`config.mk`:
```
export PLATFORM = sky130hd
export DESIGN_NAME = cic_comp_fir
export DESIGN_NICKNAME = d
export VERILOG_FILES = /design/src/rtl/cic_comp_pkg.sv /design/src/rtl/cic_comp_mac.sv /design/src/rtl/cic_comp_fir.sv
export SDC_FILE = /design/constraint.sdc
export NUM_CORES = 2
export LEC_CHECK = 0
export BUFFER_PORTS_ARGS = -buffer_cell sky130_fd_sc_hd__buf_2
export CORE_MARGIN = 10
export CORE_UTILIZATION = 39
export DETAILED_ROUTE_END_ITERATION = 6
export SYNTH_ARGS = -nofsm -noshare
export SYNTH_HDL_FRONTEND = slang
export SYNTH_SLANG_ARGS = --single-unit
```
`constraint.sdc`:
```
create_clock -name clk -period 30.4 [get_ports clk]
set_clock_uncertainty 0.15 [all_clocks]
set_input_delay 4.56 -clock clk [delete_from_list [all_inputs] [get_ports clk]]
set_output_delay 4.56 -clock clk [all_outputs]
set_load 0.005 [all_outputs]
```
`src/rtl/cic_comp_pkg.sv`:
```
// cic_comp_pkg: shared widths, FSM state type and the 32-tap droop-compensation
// coefficient set used by cic_comp_fir and its testbench.
//
// Coefficients are signed Q1.17 and mirror-symmetric. Their signed sum is
// exactly 2^17 (131072), which gives unity DC gain. Their absolute sum is
// 236992, which is greater than 2^17, so a sign-matched full-scale input can
// overflow the 16-bit output range.
package cic_comp_pkg;

  localparam int COEF_W = 18;
  localparam int TAPS   = 32;

  typedef logic signed [COEF_W-1:0] coef_t;

  typedef enum logic [1:0] {
    IDLE  = 2'd0,
    MAC   = 2'd1,
    ROUND = 2'd2,
    HOLD  = 2'd3
  } state_t;

  localparam coef_t COEF [0:TAPS-1] = '{
    -18'sd80,     18'sd120,    18'sd240,   -18'sd200,
    -18'sd600,    18'sd150,    18'sd1400,   18'sd600,
    -18'sd2600,  -18'sd2400,   18'sd4200,   18'sd6000,
    -18'sd5600,  -18'sd15000,  18'sd9000,   18'sd70306,
     18'sd70306,  18'sd9000,  -18'sd15000, -18'sd5600,
     18'sd6000,   18'sd4200,  -18'sd2400,  -18'sd2600,
     18'sd600,    18'sd1400,   18'sd150,   -18'sd600,
    -18'sd200,    18'sd240,    18'sd120,   -18'sd80
  };

endpackage

```
`src/rtl/cic_comp_mac.sv`:
```
// cic_comp_mac: registered signed multiply-accumulate with synchronous clear
// and enable. Clear takes priority over enable.
module cic_comp_mac #(
  parameter int IN_W   = 16,
  parameter int COEF_W = 18,
  parameter int ACC_W  = 39
) (
  input  logic                     clk,
  input  logic                     reset,
  input  logic                     clear,
  input  logic                     enable,
  input  logic signed [IN_W-1:0]   sample,
  input  logic signed [COEF_W-1:0] coef,
  output logic signed [ACC_W-1:0]  acc
);

  logic signed [IN_W+COEF_W-1:0] product;

  assign product = sample * coef;

  // Accumulator register: cleared at the start of each run, adds one product per enabled cycle
  always_ff @(posedge clk or posedge reset) begin
    if (reset) begin
      acc <= '0;
    end else if (clear) begin
      acc <= '0;
    end else if (enable) begin
      acc <= acc + ACC_W'(product);
    end
  end

endmodule

```
`src/rtl/cic_comp_fir.sv`:
```
// cic_comp_fir: decimate-by-2 CIC droop-compensation FIR. Every second
// accepted sample triggers a TAPS-cycle multiply-accumulate over the sample
// history, followed by round-half-up and narrowing to OUT_W bits.
//
// Optional feature macro: CIC_COMP_FIR_SAT_EN
//   defined   -> the rounded result saturates to the OUT_W range and out_sat
//                flags the clip
//   undefined -> the rounded result wraps (two's complement) and out_sat is 0
module cic_comp_fir #(
  parameter int IN_W   = 16,
  parameter int OUT_W  = 16,
  parameter int COEF_W = cic_comp_pkg::COEF_W,
  parameter int TAPS   = cic_comp_pkg::TAPS,
  parameter int ACC_W  = IN_W + COEF_W + $clog2(TAPS)
) (
  input  logic                    clk,
  input  logic                    reset,
  input  logic                    in_valid,
  input  logic signed [IN_W-1:0]  in_data,
  output logic                    in_ready,
  output logic                    out_valid,
  output logic signed [OUT_W-1:0] out_data,
  input  logic                    out_ready,
  output logic                    out_sat
);

  import cic_comp_pkg::*;

  localparam int PW = $clog2(TAPS);
  localparam logic signed [ACC_W-1:0] HALF = ACC_W'(1) <<< (COEF_W - 2);

  state_t                   state;
  logic [PW-1:0]            wp;
  logic [PW-1:0]            k;
  logic [PW-1:0]            rd_idx;
  logic                     phase;
  logic                     accept;
  logic                     mac_clear;
  logic                     mac_en;
  logic signed [IN_W-1:0]   sample_buf [TAPS];
  logic signed [ACC_W-1:0]  acc;
  logic signed [ACC_W-1:0]  shifted;
  logic signed [OUT_W-1:0]  narrow;
  logic                     clip;

  assign in_ready  = (state == IDLE) && !reset;
  assign accept    = (state == IDLE) && in_valid;
  assign mac_clear = accept && phase;
  assign mac_en    = (state == MAC);

  // The newest sample sits just behind the write pointer; tap k reaches k samples further back
  assign rd_idx = wp - PW'(1) - k;

  cic_comp_mac #(
    .IN_W   (IN_W),
    .COEF_W (COEF_W),
    .ACC_W  (ACC_W)
  ) u_mac (
    .clk    (clk),
    .reset  (reset),
    .clear  (mac_clear),
    .enable (mac_en),
    .sample (sample_buf[rd_idx]),
    .coef   (COEF[k]),
    .acc    (acc)
  );

  // Round half up, then drop the Q1.17 coefficient fraction bits
  assign shifted = (acc + HALF) >>> (COEF_W - 1);

`ifdef CIC_COMP_FIR_SAT_EN
  localparam logic signed [ACC_W-1:0] MAX_V = (ACC_W'(1) <<< (OUT_W - 1)) - ACC_W'(1);
  localparam logic signed [ACC_W-1:0] MIN_V = -(ACC_W'(1) <<< (OUT_W - 1));

  // Clamp the rounded value to the representable output range and flag any clip
  always_comb begin
    narrow = OUT_W'(shifted);
    clip   = 1'b0;
    if (shifted > MAX_V) begin
      narrow = {1'b0, {(OUT_W-1){1'b1}}};
      clip   = 1'b1;
    end else if (shifted < MIN_V) begin
      narrow = {1'b1, {(OUT_W-1){1'b0}}};
      clip   = 1'b1;
    end
  end
`else
  assign narrow = OUT_W'(shifted);
  assign clip   = 1'b0;
`endif

  // Sample history: written on every accepted input, fully cleared by reset
  always_ff @(posedge clk or posedge reset) begin
    if (reset) begin
      for (int i = 0; i < TAPS; i++) begin
        sample_buf[i] <= '0;
      end
    end else if (accept) begin
      sample_buf[wp] <= in_data;
    end
  end

  // Control FSM: input acceptance and decimation phase, MAC sequencing, rounding and output hold
  always_ff @(posedge clk or posedge reset) begin
    if (reset) begin
      state     <= IDLE;
      wp        <= '0;
      k         <= '0;
      phase     <= 1'b0;
      out_valid <= 1'b0;
      out_data  <= '0;
      out_sat   <= 1'b0;
    end else begin
      case (state)
        IDLE: begin
          if (in_valid) begin
            wp    <= wp + PW'(1);
            phase <= ~phase;
            if (phase) begin
              k     <= '0;
              state <= MAC;
            end
          end
        end
        MAC: begin
          k <= k + PW'(1);
          if (k == PW'(TAPS - 1)) begin
            state <= ROUND;
          end
        end
        ROUND: begin
          out_data  <= narrow;
          out_sat   <= clip;
          out_valid <= 1'b1;
          state     <= HOLD;
        end
        HOLD: begin
          if (out_ready) begin
            out_valid <= 1'b0;
            state     <= IDLE;
          end
        end
        default: state <= IDLE;
      endcase
    end
  end

endmodule

```
# Yosys cells after proc, flatten, opt, wreduce, memory -nomap -nowiden

Memories as Yosys holds them, arrays and structs flattened.
Cells that the tools add are included.
W data, S select, Z words.

Register bits: 581
ROM bits: 576
Memories: 1

Add/sub/neg operators: 6
Multiply operators: 1
Order comparisons: 4
Equal/unequal tests: 8
Multiplexer cells: 20
Bitwise operators: 4
Reductions and logical operators: 13

Memory list:

| memory          | depth | bits a word | rd ports | clocked after Yosys merged registers in | wr ports | line               | text |
|---|---|---|---|---|---|---|---|
| (no name shown) | 32    | 18          | 1        | 0                                       | 0        | cic_comp_fir.sv:64 | `.coef (COEF[k]),` |

Operators with widths:

| kind                     | number |
|---|---|
| $bwmux W512              | 1 |
| $bmux W16 S5             | 1 |
| $demux W16 S5            | 1 |
| $mux W39                 | 2 |
| $mux W16                 | 3 |
| $add A39 B34 Y39         | 1 |
| $mux W18                 | 2 |
| $mul A16 B18 Y34         | 1 |
| $add A33 B18 Y33 const B | 1 |
| $ge A6 B6 Y1 const B     | 3 |
| $not A5 Y6               | 3 |
| $add A5 B1 Y5 const B    | 2 |
| $mux W5                  | 2 |
| $pmux W5 S2              | 1 |
| $mux W2                  | 4 |
| $pmux W2 S4              | 1 |
| $lt A6 B1 Y1 const B     | 1 |
| $ne A2 B2 Y1 const B     | 3 |
| $reduce_bool A2 Y1       | 3 |
| $eq A5 B5 Y1 const B     | 1 |
| $sub A5 B1 Y5 const B    | 1 |
| $sub A5 B5 Y5            | 1 |
| $eq A2 B2 Y1 const B     | 2 |
| $logic_and A1 B1 Y1      | 4 |
| 10 further kinds         | 11 |

# Depth between registers and ports, before layout

Word-level depth: 10
Gate-level depth with buffers: 37

# By module

A second synthesis with hierarchy kept.

Cells, all modules: 3745
Area total of the unflattened synthesis: 41456.0 µm²

By module, submodules not included:

| module       | instances | cells each | area an instance (µm²) |
|---|---|---|---|
| cic_comp_fir | 1         | 2193       | 26962.1 |
| cic_comp_mac | 1         | 1552       | 14493.9 |

# Worst setup path before layout

Ideal clock, no wire load.

Path type: input -> output
Start point: input port reset
End point: output port in_ready
Arrival: 4.675 ns
Data required time: 25.690 ns
Slack: 21.015 ns
Stages: 1
Buffers on the path: 0
Path through: nor2b_1

Word-level cells in the longest chain between the ends: 2

Ends and longest elaborated chain:

| item                       | line               | text |
|---|---|---|
| start: declaration         | cic_comp_fir.sv:17 | `input logic reset,` |
| $logic_not A1 Y1 (no line) | -                  |  |
| $logic_and A1 B1 Y1        | cic_comp_fir.sv:46 | `assign in_ready = (state == IDLE) && !reset;` |
| end: declaration           | cic_comp_fir.sv:20 | `output logic in_ready,` |

No other way between the ends.

# Worst setup path after layout

Start point: register k[0]
End point: register u_mac.acc[31]

Word-level cells in the longest chain between the ends: 9
Elaborated cells between the ends (all ways): 13
Those cells by class: 2 x add/sub; 1 x mul; 7 x mux; 2 x bitwise; 1 x memory

Ends and longest elaborated chain:

| item                                        | line                | text |
|---|---|---|
| start: declaration                          | cic_comp_fir.sv:34  | `logic [PW-1:0] k;` |
| start signal: assignment                    | cic_comp_fir.sv:126 | `k <= k + PW'(1);` |
| $sub A5 B5 Y5                               | cic_comp_fir.sv:52  | `assign rd_idx = wp - PW'(1) - k;` |
| $not A5 Y6 (not written as such)            | cic_comp_fir.sv:63  | `.sample (sample_buf[rd_idx]),` |
| $bmux W16 S5                                | cic_comp_fir.sv:63  |  |
| $mux W16 (not written as such) (2 in a row) | cic_comp_fir.sv:63  |  |
| $mul A16 B18 Y34 (*)                        | cic_comp_mac.sv:19  | `assign product = sample * coef;` |
| $add A39 B34 Y39 (*)                        | cic_comp_mac.sv:28  | `acc <= acc + ACC_W'(product);` |
| $mux W39 (*)                                | cic_comp_mac.sv:27  | `end else if (enable) begin` |
| $mux W39 (*)                                | cic_comp_mac.sv:25  | `end else if (clear) begin` |
| end signal: assignment                      | cic_comp_mac.sv:28  |  |
| end: declaration                            | cic_comp_mac.sv:14  | `output logic signed [ACC_W-1:0] acc` |

Every way passes the cells marked *; elsewhere a longest branch is shown, timed or not. The select of a mux whose other input is x is not followed.
A chain may end at the register's enable or synchronous reset.

==> summary.md <==
| Metric | Value |
|---|---|
| Post-DP Area | 0.0393 sq mm |
| Vias | 22522 |
| Routed Wire Length | 91300 um |
| CTS tree | done |
| Highest clock rate | 91.7 MHz |
| Post-synthesis sequential area ratio | 37.9% |
| Antenna-violating nets left | 0 |
| Fin nets | 3386 |
| R2R cell count | 29 |
| Seq cells post-synth | 574 |
| TritonCTS buffer count | 67 |
| Routed len/inst | 21.4 um |
| Worst slew pin tran | 1.26 ns |
| Reg-to-reg startpoint | k[0]$_DFFE_PP0P_ |
| Crit path DAT | 11.26 ns |
| H-tree lvl count | 3 |
| Worst Hold End | sample_buf[401]$_DFFE_PP0P_ |
| Critical Path Max Stage Delay | 1.24 ns |
| Hold_sp | sample_buf[401]$_DFFE_PP0P_ |
| Clock Path Buffers | 3 |
| DRC errors left | 0 |
| RR Endpoint | u_mac.acc[31]$_DFFE_PP0P_ |
| Max-Cap Viols | 0 |
| Initial DRC count | 1367 |
| Initial antenna violation count | 4 |
| CTS Root Cell | clkbuf_16 |
| CTS Sinks | 574 |
| Crit path capture type | flop |
| Largest net degree at the start of global routing | 182 |
| CP startpoint kind | flop |
| Crit path top cell by count | fa_1 |
| Crit-path slowest cell | fa_4 |
| Most used flip-flop cell after synthesis | dfrtp_1 |
| Share of layout cells above drive strength 1 | 30.7% |
| GP Congestion | 0.801 |
| Fin crit share | 35.9% |
| Post-route cell area | 0.0416 sq mm |
| First-pass GRT wire length | 146000 um |
| Crit-path max FO | 46 |
| Min Tclk post-route | 10.90 ns |
| PostCTS Resize Cnt | 0 |
| Vias/cell | 5.27 |
| Number of diodes | 0 |
| Die width | 332 um |
| # rows | 114 |
| Initial core utilization | 39.2% |
| Layout area overhead | 9.94% |
| Clock-pin slew on the worst setup and hold paths | 0.06 ns |
| Max-slew headroom | 15.6% |
| Die height | 332 um |
| Unrepaired setup endpoints after global routing | false |
| Count of final setup violators | 0 |
| I/O pin cnt | 39 |
| Fillcell total | 8928 |
| Post-synthesis cell type count | 67 |
| Fraction of registers with async set/reset | 100% |
| Hold path depth | 1 |
| Yosys Warn Count | 0 |
| Post-synth EDFFs | 0 |
| Worst reg2reg setup slack | 19.50 ns |
| Grt ovf | 0 |
| Path type of the worst min-delay path | flop to flop |
| Vias in the first global route | 24246 |
| Pins over their slew limit | 0 |
| Gr usage total | 16.8% |
| Status | finished, final reports clean |
| TritonRoute pass-1 iters | 6 |
| Worst skew pair latency | 0.64 ns |
| Post-synthesis area per instance | 12.7 sq um |
| Hpwl dp | 59200 um |
| Die area | 0.110 sq mm |
| Fin. Hold Viols | 0 |
| Worst EP required | 30.76 ns |
| Setup Buffers After CTS | 0 |
| Syn_nets | 3416 |
| Synthesized area | 0.0379 sq mm |
| Port buffer count | 37 |
| Hold buffer count at cts | 0 |
| Crit path from | k[0]$_DFFE_PP0P_ |
| Final TNS setup | 0 ns |
| Core ar. | 0.0966 sq mm |
| CP Class | flop to flop |
| Cells after Synth | 2972 |
==> flip-flops by register name, indices dropped and copies added, names as in the netlist <==
| signal | flops |
|---|---|
| out_valid | 1 |
| phase | 1 |
| wp | 5 |
| k | 5 |
| sample_buf | 512 |
| state | 2 |
| u_mac.acc | 32 |
| out_data | 16 |
==> Yosys cell counts, types with 3 or more instances <==
master	count	area [sq um]
mux2i_1	40	400
dfrtp_1	574	14400
clkbuf_1	135	507
buf_6	12	135
ha_1	122	1530
nand2b_1	10	62.6
mux4_2	152	3420
a31oi_1	11	68.8
inv_2	11	41.3
mux2_2	522	5880
o211ai_1	5	37.5
mux4_1	4	105
a21oi_1	58	290
o21ai_0	33	165
fa_1	302	6050
and2_1	69	432
o21bai_1	4	30.0
nor3_1	17	85.1
buf_4	7	52.6
a22o_1	3	26.3
a211oi_1	7	52.6
buf_1	10	37.5
a21o_1	9	67.6
nand3b_1	3	22.5
inv_1	355	1330
nor2b_1	47	294
nor3b_1	4	30.0
o21ai_1	3	15.0
buf_2	22	110
nor2_1	114	428
nand3_1	17	85.1
xor2_1	23	201
o31ai_1	4	30.0
nand4_1	5	31.3
a221oi_1	4	35.0
o21a_1	5	37.5
nand2_1	164	616
xnor2_1	39	342
and3_1	10	62.6
==> per-layer routing <==
layer  GRT usage, %  share of wire, %  up-vias
li1               -                 -     9921
met1           22.8                45    12028
met2           28.0                49      461
met3           2.38               4.1      110
met4           4.22               2.0        2
met5              0             0.022        -
==> stage by stage <==
stage	setup slack, ns	hold slack [ns]	util, %	std cells
after global placement	19.66	0.330	40.7	4149
after CTS	19.58	0.350	43.1	4272
after detailed placement	19.66	0.338	40.7	4149
final	19.50	0.349	43.1	4272
after floorplan	9.63	0.320	-	2972
after global routing	18.95	0.355	43.1	4272
==> worst max-delay path, delay by kind of cell, from the launching register on <==
kind | cells | cell delay, ns
AOI/OAI and AO/OA | 8 | 1.78
adders and majority gates | 9 | 4.82
buffers and inverters | 7 | 1.55
DFF | 1 | 0.54
muxes | 3 | 1.26
and+or+nand+nor | 2 | 0.59
==> cell type report <==
cell class	count	area, sq um	share of cell area (%)
clock buffer	95	1930	4.64
clock inverter	28	360	0.865
inverter	368	1390	3.34
multi-input combinational	1844	21400	51.4
sequential	574	14400	34.5
tap	1276	1600	3.83
timing repair buffer	87	586	1.41
==> worst max path at each step <==
stage                     slack [ns]  cells after the start                   endpoint
final                          19.50                     29  u_mac.acc[31]$_DFFE_PP0P_
after global routing           18.95                     28  u_mac.acc[32]$_DFFE_PP0P_
after CTS                      19.58                     29  u_mac.acc[31]$_DFFE_PP0P_
after detailed placement       19.66                     29  u_mac.acc[31]$_DFFE_PP0P_
after global placement         19.66                     29  u_mac.acc[31]$_DFFE_PP0P_
after floorplan                 9.63                      1           k[0]$_DFFE_PP0P_
==> placed cells by master, fill, tap and decap left out, drive strengths merged, types with 7 or more instances in the layout <==
| cell type | count |
|---|---|
| inv | 369 |
| nor2 | 114 |
| mux2i | 43 |
| a21o | 9 |
| o21ai | 36 |
| fa | 302 |
| a31oi | 11 |
| nand3 | 17 |
| mux4 | 156 |
| clkbuf | 95 |
| a21oi | 59 |
| dfrtp | 574 |
| and2 | 71 |
| buf | 87 |
| mux2 | 522 |
| ha | 122 |
| xnor2 | 41 |
| a211oi | 7 |
| xor2 | 23 |
| clkinv | 22 |
| nand2 | 164 |
| nor2b | 47 |
| nand2b | 10 |
| and3 | 10 |
| nor3 | 17 |
==> cell families (layout without fill, tap and decap cells) <==
family / after synthesis / after routing / synth area share [%]
simple gates: 470 / 470 / 5.87
xor+xnor: 65 / 65 / 1.61
mux: 721 / 721 / 26.0
fa+ha+maj: 424 / 424 / 20.0
other cells: 1 / 1 / 0.00990
compound gates: 163 / 163 / 2.68
flops: 574 / 574 / 37.9
buf+inv: 554 / 578 / 5.87
Power is not shown: default switching activity piles up to over one toggle a cycle in this logic, so the estimate is an artifact.
